<file path="config.mk">
export PLATFORM = sky130hd
export DESIGN_NAME = parity_calc
export DESIGN_NICKNAME = d
export VERILOG_FILES = /design/src/rtl/usrt_pkg.sv /design/src/rtl/rx_frame_checker_parity_calc.sv
export SDC_FILE = /design/constraint.sdc
export NUM_CORES = 1
export LEC_CHECK = 0
export ABC_AREA = 1
export CAP_MARGIN = 20
export CORE_AREA = 3 3 40 42
export DETAILED_ROUTE_END_ITERATION = 6
export DIE_AREA = 0 0 43 45
export PLACE_DENSITY = 0.49
export SYNTH_ARGS = -nofsm -noshare
export SYNTH_HDL_FRONTEND = slang
export SYNTH_SLANG_ARGS = --single-unit
</file>
<file path="constraint.sdc">
create_clock -name vclk -period 1
set_input_delay 0.3 -clock vclk [all_inputs]
set_output_delay 0.3 -clock vclk [all_outputs]
set_load 0.03 [all_outputs]
</file>
<file path="src/rtl/usrt_pkg.sv">
// Shared USRT definitions: parity mode encodings, frame geometry and the
// receive-side state encoding.
package usrt_pkg;

    localparam logic [1:0] PAR_NONE = 2'b00;
    localparam logic [1:0] PAR_EVEN = 2'b01;
    localparam logic [1:0] PAR_ODD  = 2'b10;

    localparam int DATA_W_DFLT = 8;
    // start + data + parity slot + stop
    localparam int FRAME_LEN   = DATA_W_DFLT + 3;

    typedef enum logic [2:0] {
        ST_IDLE,
        ST_DATA,
        ST_PARITY,
        ST_STOP,
        ST_WAIT_IDLE
    } rx_state_t;

endpackage

</file>
<file path="src/rtl/rx_frame_checker_parity_calc.sv">
// Expected parity bit for a data word under a given parity mode; the transmit
// framer uses the same block so both ends agree on the parity definition.
module parity_calc
    import usrt_pkg::*;
#(
    parameter int DATA_W = 8
) (
    input  logic [DATA_W-1:0] data,
    input  logic [1:0]        mode,
    output logic              par_exp,
    output logic              par_en
);

    always_comb begin
        par_exp = ^data;
        par_en  = 1'b1;
        case (mode)
            PAR_EVEN: par_exp = ^data;
            PAR_ODD:  par_exp = ~(^data);
            // none and the reserved 11 code: slot present but not checked
            default: begin
                par_exp = 1'b0;
                par_en  = 1'b0;
            end
        endcase
    end

endmodule

</file>
Word level (Yosys, flattened, before mapping)
Index checks and enable logic that the tools add are counted.
{"block": "totals", "register_bits": 0, "output_inout_bits": 2, "word_cells": 7}
{"block": "op_classes", "eq_ne": 2, "muxes": 2, "n_bitwise": 1, "n_reduce_logical": 2}
{"cell": "$reduce_xor A8 Y1", "n": 1}
{"cell": "$eq A2 B1 Y1 const B", "n": 1}
{"cell": "$eq A2 B2 Y1 const B", "n": 1}
{"cell": "$pmux W1 S2", "n": 1}
{"cell": "$reduce_or A2 Y1", "n": 1}
{"cell": "$mux W1", "n": 1}
{"cell": "$not A1 Y1", "n": 1}

Longest topological paths before layout
Gate-level depths: netlist (run 1).
{"block": "depth", "depth_word": 3, "depth_mapped": 9, "depth_no_buf": 9}

Worst setup path before layout (run 1)
OpenSTA, ideal clock, no wires.
{"block": "synth_timing", "path_type": "input port to output port", "start": "in data[4]", "end": "out par_exp", "arrival_ps": 925, "t_required_ps": 700, "setup_slack_ps": -225, "stages": 9, "path_cell_list": "inv_1 -> nand2_1 -> nand2_1 -> nand2_1 -> nand2_1 -> nand2_2 -> nand2_1 -> nand2_1 -> nand2_1"}
{"block": "synth_between", "elab_chain_len": 3}
{"element": "start: declaration", "line": "rx_frame_checker_parity_calc.sv:8", "rtl": "input logic [DATA_W-1:0] data,"}
{"element": "$reduce_xor A8 Y1 *", "line": "rx_frame_checker_parity_calc.sv:18, rx_frame_checker_parity_calc.sv:19"}
{"element": "$not A1 Y1", "line": "rx_frame_checker_parity_calc.sv:19", "rtl": "PAR_ODD: par_exp = ~(^data);"}
{"element": "$pmux W1 S2 *", "line": "rx_frame_checker_parity_calc.sv:17", "rtl": "case (mode)"}
{"element": "end: declaration", "line": "rx_frame_checker_parity_calc.sv:10", "rtl": "output logic par_exp,"}
Mark *: on every way between the ends. The rest lies on a longest branch, timed or not.

Final worst setup path (run 1)
{"block": "layout_timing", "start": "in data[3]", "end": "out par_exp"}
The elaborated chain is that of the path after synthesis.

==> results summary, run 1 <==
The final period utilization is 1.352. Measured along the y axis, the die boundary spans ~45 um. By count the netlist is led by sky130_fd_sc_hd__nand2_1 (39), sky130_fd_sc_hd__inv_1 (9), sky130_fd_sc_hd__ha_1 (2), sky130_fd_sc_hd__inv_2 (2), sky130_fd_sc_hd__nand2_2 (2). After layout, the minimum clock period comes to 1.352 ns. The type of the worst min-delay path is input pin to output port.

The number of sequential cells in the layout came out at 0. The area growth from synthesis to layout came out at 122.8%. The number of cell rows is 13. The total congestion overflow is 0. The post-synthesis instance area came out at between 200 and 250 um^2. Hold is met by between 0.9 and 1 ns. Traced cell by cell, the critical path runs through buf_6 > inv_12 > nand2_4 > nand2_2 > nand2_1 > nand2_1 > nand2_2 > nand2_2 > nand2_2 > nand2_4 > buf_6.

After floorplanning, the core was sized to cover 1285 um^2. In this run, placement finished with an instance count of 83. The synthesized instance count is 55. The initial utilization of the core area, before any placement, comes to 0.1792. The number of diodes is 0. For this run, design rule violations remaining after detail routing come to 0. The maximum VDD drop came out at roughly 170 uV. Of the synthesized area, sequential elements account for 0. The area taken by multi-input logic gates is around 260 um^2. The transition time at the pin with the least slew margin is just over 0.08 ns.

The die span in x is 43 um. Entering global routing, the biggest net connects 4 pins. The biggest cell delay along the critical path came out at approximately 0.12 ns. The number of filler instances in the final layout is around 140.

The ratio of cells with drive above 1 in the final layout came out at 0.6269. The slowest cell on the critical path is sky130_fd_sc_hd__buf_6. The share of synthesized area in the top cell type comes to 0.6359. The total placed instance area is between 400 and 500 um^2. The number of top-level pins is 12. The worst path arrival time came out at 1.05 ns. The end-of-flow core utilization came out at 0.3992. In this run the tool buffered the top-level ports with 12 buffer cells. For this design the static power due to leakage is between 0.2 and 0.3 nW.

The total power came out at around 0.24 mW. A synthesized cell averages between 4 and 5 um^2. The total count of hold-check failures in the final report came out at 0. The final worst-path setup slack is -0.3520 ns.

The final standard cell count with taps included and fillers excluded came out at between 80 and 90. The sequential cells in the finished layout cover a total of 0 um^2. The worst setup path is captured at an output port.

The run finished, with violations left. The total via count after detailed routing is about 330. Setup violations remaining at the end of the flow were counted as 2. The estimated wirelength of the detail-placed design came out at 460.9 um. The layout has 0 clock buffers.

By instance count, the cell type seen most on the critical path is sky130_fd_sc_hd__nand2_2. Dividing total power by cell area gives a power density of between 400 and 500 nW/um^2. The net count of the mapped netlist is 67. The final-stage net count is about 80. The type of the setup path with the least slack is input pin to output port. The first-pass GRT wire length came out at slightly above 900 um. The total die area is slightly below 2000 um^2. The average wire length per cell after detail routing came out at 6.585 um.

The maximum clock rate came out at roughly 740 MHz. The worst slew slack as a fraction of its limit came out at 0.9454. The synthesized design spends more area on one cell type than any other, namely sky130_fd_sc_hd__nand2_1. The mean number of vias per cell came out at a little over 4. The number of DRC violations after detailed-routing iteration 0 is 0. The final count of pins violating max slew came out at 0.

The number of hold buffers added after CTS is 0. The routed wire length is between 500 and 600 um. The count of TritonRoute iterations in the first routing pass came out at 1. The via count of the first global-routing pass is approximately 270. Setup repair after global routing could not meet its margin everywhere. The worst slack after detailed placement came out at -0.9049 ns.

For this run, the total global-route usage over all layers was measured as 0.05556. The placer congestion estimate came out at roughly 0.6. The maximum fanout along the worst path is 3. The netlist uses 6 different library cells. The category of the worst setup path launch point is an input pin. The number of antenna-violating nets in the routed design came out at 0. Yosys instantiated no cell more often than sky130_fd_sc_hd__nand2_1.

The required arrival time at the worst endpoint is 0.70 ns. The number of synthesis warnings is 0. The final reports fail on setup timing. The sum of negative setup slack is -0.4491 ns. The final cell area excluding filler cells is 513.0 um^2. The initial antenna violation count is 0. Max-cap violations in this run came to 0.

After synthesis, the cell types taking the most area are sky130_fd_sc_hd__nand2_1 (64%), sky130_fd_sc_hd__inv_1 (15%), sky130_fd_sc_hd__ha_1 (11%).
## layer usage
layer	track usage	up-vias	routed length, um
met2	0.1168	5	321
met1	0.06429	147	197
met3	0.003984	0	21
met4	0	0	0
li1	-	182	-
met5	0	-	0
## final cells by class
class | instances | area share
Inverter | 11 | 0.1634
Tap cell | 15 | 0.03659
Timing Repair Buffer | 12 | 0.3000
Multi-Input combinational cell | 44 | 0.5000
## critical path: cells and delay by family
family                 cells  cell delay [ns]
buffers and inverters      3             0.29
AND/OR/NAND/NOR            8             0.46
## power breakdown
| group | switching, mW | internal [mW] |
|---|---|---|
| registers | 0 | 0 |
| clock network | 0 | 0 |
| logic | 0.121 | 0.117 |
## cells in the final DEF, fill, tap and decap left out
master,count
sky130_fd_sc_hd__nand2_4,2
sky130_fd_sc_hd__inv_4,5
sky130_fd_sc_hd__nand2_1,23
sky130_fd_sc_hd__ha_1,1
sky130_fd_sc_hd__inv_8,1
sky130_fd_sc_hd__ha_4,1
sky130_fd_sc_hd__nand2_2,16
sky130_fd_sc_hd__inv_12,1
sky130_fd_sc_hd__inv_1,1
sky130_fd_sc_hd__nand3_2,1
sky130_fd_sc_hd__inv_6,2
sky130_fd_sc_hd__inv_2,1
sky130_fd_sc_hd__buf_8,5
sky130_fd_sc_hd__buf_6,7
## cell families (layout without fill, tap and decap cells)
group | Yosys count | after routing | synth area share
AND/OR/NAND/NOR | 42 | 42 | 0.7119
adder cells (fa/ha/maj) | 2 | 2 | 0.1087
buffers and inverters | 11 | 23 | 0.1793
## worst paths after layout
kind / start / end / slack (ns) / cells past startpoint
worst min-delay path: mode[1] / par_en / 0.94 / 4
worst max-delay path: data[3] / par_exp / -0.35 / 11
## timing repair
| item | 4_1_cts | 5_1_grt |
|---|---|---|
| pin swaps | 15 | 21 |
| gates cloned | 0 | 0 |
| endpoints found under the setup margin | 2 | 2 |
| setup buffers | 0 | 0 |
| gates resized for setup | 54 | 33 |
Power figures use the tool's default switching activity.
==> inputs of run 2 (changes only) <==
--- a/config.mk
+++ b/config.mk
@@ -5,12 +5,12 @@
 export SDC_FILE = /design/constraint.sdc
 export NUM_CORES = 1
 export LEC_CHECK = 0
-export ABC_AREA = 1
 export CAP_MARGIN = 20
 export CORE_AREA = 3 3 40 42
 export DETAILED_ROUTE_END_ITERATION = 6
 export DIE_AREA = 0 0 43 45
-export PLACE_DENSITY = 0.49
+export GPL_TIMING_DRIVEN = 0
+export PLACE_DENSITY = 0.39
 export SYNTH_ARGS = -nofsm -noshare
 export SYNTH_HDL_FRONTEND = slang
 export SYNTH_SLANG_ARGS = --single-unit
==> results summary, run 2 <==
The routed wire length came to 285 um (was 540 um). The synthesized instance count is 13 (was 55). The total power divided by cell area is 663.1 nW/um^2 (was 463.7 nW/um^2). The post-detailed-route DRC marker count is 0 (unchanged).

Violations in the final reports: setup timing (unchanged). Most used cells in the layout excluding fill and tap cells: sky130_fd_sc_hd__buf_6 (10), sky130_fd_sc_hd__xnor2_2 (3), sky130_fd_sc_hd__xnor2_1 (3) (was sky130_fd_sc_hd__nand2_1 (23), sky130_fd_sc_hd__nand2_2 (16), sky130_fd_sc_hd__buf_6 (7)). The cell depth of the worst min-delay path came out at 4 (unchanged). The startpoint of the most critical hold path is mode[1] (unchanged). The post-synthesis instance area came out at 108.9 um^2 (was 230.2 um^2). The combinational group share of total power is 1.000 (about the same). The via count of the first global-routing pass came to 132 (was 272).

The final worst-path setup slack is -0.6552 ns (was -0.3520 ns). The number of antenna-violating nets in the routed design came to 0 (unchanged). The first-pass GRT wire length was 510 um (was 917 um). The cell type group with the largest total delay on the critical path is XOR/XNOR gates (was simple AND/OR/NAND/NOR gates). The worst path arrival time came to 1.36 ns (was 1.05 ns).

The final period utilization was 1.655 (was 1.352). The number of hold buffers added after CTS is 0 (unchanged). The number of cell rows is 13 (unchanged). The internal portion of total power came out at 0.1213 mW (was 0.1168 mW). RSZ-0062 raised after global routing: true (unchanged). The total count of hold-check failures in the final report is 0 (unchanged). The category of the worst setup path launch point was an input pin (unchanged). The final count of pins violating max slew is 0 (unchanged). The maximum fanout along the worst path was 1 (was 3). The maximum VDD drop came out at 240.5 uV (was 167.4 uV). The number of sequential cells in the layout came out at 0 (unchanged). The biggest cell delay along the critical path was 0.32 ns (was 0.12 ns).

The final cell area excluding filler cells is 301.5 um^2 (was 513.0 um^2). The count of max-cap constraint violations is 0 (unchanged). The transition time at the pin with the least slew margin is 0.1936 ns (was 0.08193 ns).

The mean number of vias per cell is 3.100 (was 4.073). The initial cell density of the core is 0.08471 (was 0.1792). The average wire length per cell after detail routing came out at 7.125 um (was 6.585 um).

The switching power was 0.07866 mW (was 0.1211 mW). The kind of end point of the critical path is an output port (unchanged). The switching share of power came out at 0.3934 (was 0.5091). The setup-violating endpoint count in the final report is 2 (unchanged). The placer congestion estimate came out at 0.5433 (was 0.5970). The clock group share of total power was 0 (about the same). The worst slack after detailed placement came out at -1.463 ns (was -0.9049 ns).

The most frequent standard cell in the layout excluding fill and tap cells was sky130_fd_sc_hd__buf_6 (was sky130_fd_sc_hd__nand2_1). The total power is 0.2000 mW (was 0.2379 mW). Most numerous cell types in the synthesized netlist: sky130_fd_sc_hd__xnor2_1 (6), sky130_fd_sc_hd__inv_1 (3), sky130_fd_sc_hd__ha_1 (2) (was sky130_fd_sc_hd__nand2_1 (39), sky130_fd_sc_hd__inv_1 (9), sky130_fd_sc_hd__ha_1 (2), sky130_fd_sc_hd__inv_2 (2), sky130_fd_sc_hd__nand2_2 (2)).

The number of buffers inserted to repair setup after CTS came to 0 (unchanged). The largest area contributor in the synthesized netlist is sky130_fd_sc_hd__xnor2_1 (was sky130_fd_sc_hd__nand2_1). The number of placed instances with taps included came out at 40 (was 83). The path length in cells of the critical path is 6 (was 11). The count of unique library cells instantiated by Yosys was 5 (was 6).

The final-stage net count came to 39 (was 81). The top-area cell type share of the netlist area came to 0.4828 (was 0.6359). The post-synthesis sequential area ratio is 0 (unchanged).

The net count of the mapped netlist was 25 (was 67). The number of diodes is 0 (unchanged). The number of synthesis warnings came to 0 (unchanged). The total die area is 1935 um^2 (unchanged).

The buffers plus inverters on the worst setup path is 2 (was 3). The number of clock buffers in the layout is 0 (unchanged). The number of buffer cells added on primary ports came out at 12 (unchanged). The initial antenna violation count came out at 0 (unchanged). The area taken by flip-flops and latches is 0 um^2 (unchanged). The area of the core is 1285 um^2 (unchanged). The total congestion overflow is 0 (unchanged). The total placed instance area is 264.0 um^2 (was 429.2 um^2). The count of TritonRoute iterations in the first routing pass is 1 (unchanged). The mean area per synthesized cell came to 8.373 um^2 (was 4.186 um^2). The slowest cell on the critical path is sky130_fd_sc_hd__mux2_4 (was sky130_fd_sc_hd__buf_6).

The total via count after detailed routing came to 124 (was 334). The type of the worst min-delay path is input pin to output port (unchanged). Result of the run: complete, but fails checks (unchanged). The required arrival time at the worst endpoint is 0.70 ns (about the same). The number of DRC violations after detailed-routing iteration 0 came to 0 (unchanged). The total leakage power is 0.1433 nW (was 0.2817 nW). The vertical die dimension was 45 um (unchanged). The most common cell in the netlist is sky130_fd_sc_hd__xnor2_1 (was sky130_fd_sc_hd__nand2_1). The number of top-level pins is 12 (unchanged). The terminating pin of the worst hold path is par_en (unchanged). The worst slew slack as a fraction of its limit came out at 0.8700 (was 0.9454). The die span in x came out at 43 um (unchanged). The global-route total usage across every layer is 0.03156 (was 0.05556). The maximum clock rate is 604.2 MHz (was 739.7 MHz).

Synth area leaders: sky130_fd_sc_hd__xnor2_1 (48%), sky130_fd_sc_hd__ha_1 (23%), sky130_fd_sc_hd__inv_1 (10%) (was sky130_fd_sc_hd__nand2_1 (64%), sky130_fd_sc_hd__inv_1 (15%), sky130_fd_sc_hd__ha_1 (11%)). The area growth from synthesis to layout came out at 177.0% (was 122.8%). The pin count of the biggest net entering global routing is 3 (was 4). The part of the total power dissipated in sequential elements came out at 0 (about the same). The type of the setup path with the least slack is input pin to output port (unchanged).

The final standard cell count with taps included and fillers excluded came out at 40 (was 82). The post-layout minimum cycle time came out at 1.655 ns (was 1.352 ns). The ratio of cells with drive above 1 in the final layout came out at 0.7600 (was 0.6269).

Cell Chain, Critical Path: buf_6 > xor2_1 > xnor2_1 > xnor2_1 > mux2_4 > buf_6 (was buf_6 > inv_12 > nand2_4 > nand2_2 > nand2_1 > nand2_1 > nand2_2 > nand2_2 > nand2_2 > nand2_4 > buf_6).
run 2: logic make-up (layout without fill, tap and decap cells):
logic type  Yosys count  after routing  synth area share
buf+inv               3             15            0.1034
xor+xnor              7              7            0.5632
fa+ha+maj             2              2            0.2298
mux                   1              1            0.1034
run 2: per-layer routing:
metal	track usage	wire, um
met1	0.03349	79
met2	0.05389	138
met3	0.02390	67
met4	0	0
met5	0	0
run 2: power by group through the flow:
stage | Clock, mW | Combinational [mW] | Sequential (mW)
floorplan | 0 | 0.106 | 0
CTS | 0 | 0.195 | 0
global placement | 0 | 0.179 | 0
finish | 0 | 0.200 | 0
detailed placement | 0 | 0.180 | 0
global route | 0 | 0.214 | 0
run 2: cell type report:
type,instances,area (um^2)
inverters,3,13.76
well taps,15,18.77
multi-input cells,10,136.4
fillers,136,983.4
repair buffers,12,132.6
run 2: what timing repair did:
item | 4_1_cts | 5_1_grt
setup endpoints to repair | 2 | 2
gates resized for setup | 61 | 3
pin swaps | 8 | 4
cloned | 0 | 0
run 2: how the worst max path moves through the flow:
stage,start,to
final,data[6],par_exp
after global routing,data[3],par_exp
after CTS,data[6],par_exp
after detailed placement,data[6],par_exp
after global placement,data[6],par_exp
after floorplan,data[7],par_exp
run 2: stage by stage:
stage | setup TNS [ns] | utilization | hold WS [ns]
6_report | -0.7578 | 0.2347 | 0.9443
3_5_place_dp | -2.517 | 0.2055 | 1.845
3_3_place_gp | -2.531 | 0.2055 | 1.852
2_1_floorplan | -0.4264 | - | 0.7712
5_1_grt | -0.8250 | 0.2347 | 0.9553
4_1_cts | -0.7683 | 0.2201 | 0.9486
==> inputs of run 3 (changes only) <==
--- a/config.mk
+++ b/config.mk
@@ -11,6 +11,7 @@
 export DIE_AREA = 0 0 43 45
 export GPL_TIMING_DRIVEN = 0
 export PLACE_DENSITY = 0.39
+export SLEW_MARGIN = 20
 export SYNTH_ARGS = -nofsm -noshare
 export SYNTH_HDL_FRONTEND = slang
 export SYNTH_SLANG_ARGS = --single-unit
==> results of run 3 <==
Same layout as run 2: the final DEF is identical, and so are final timing and power.
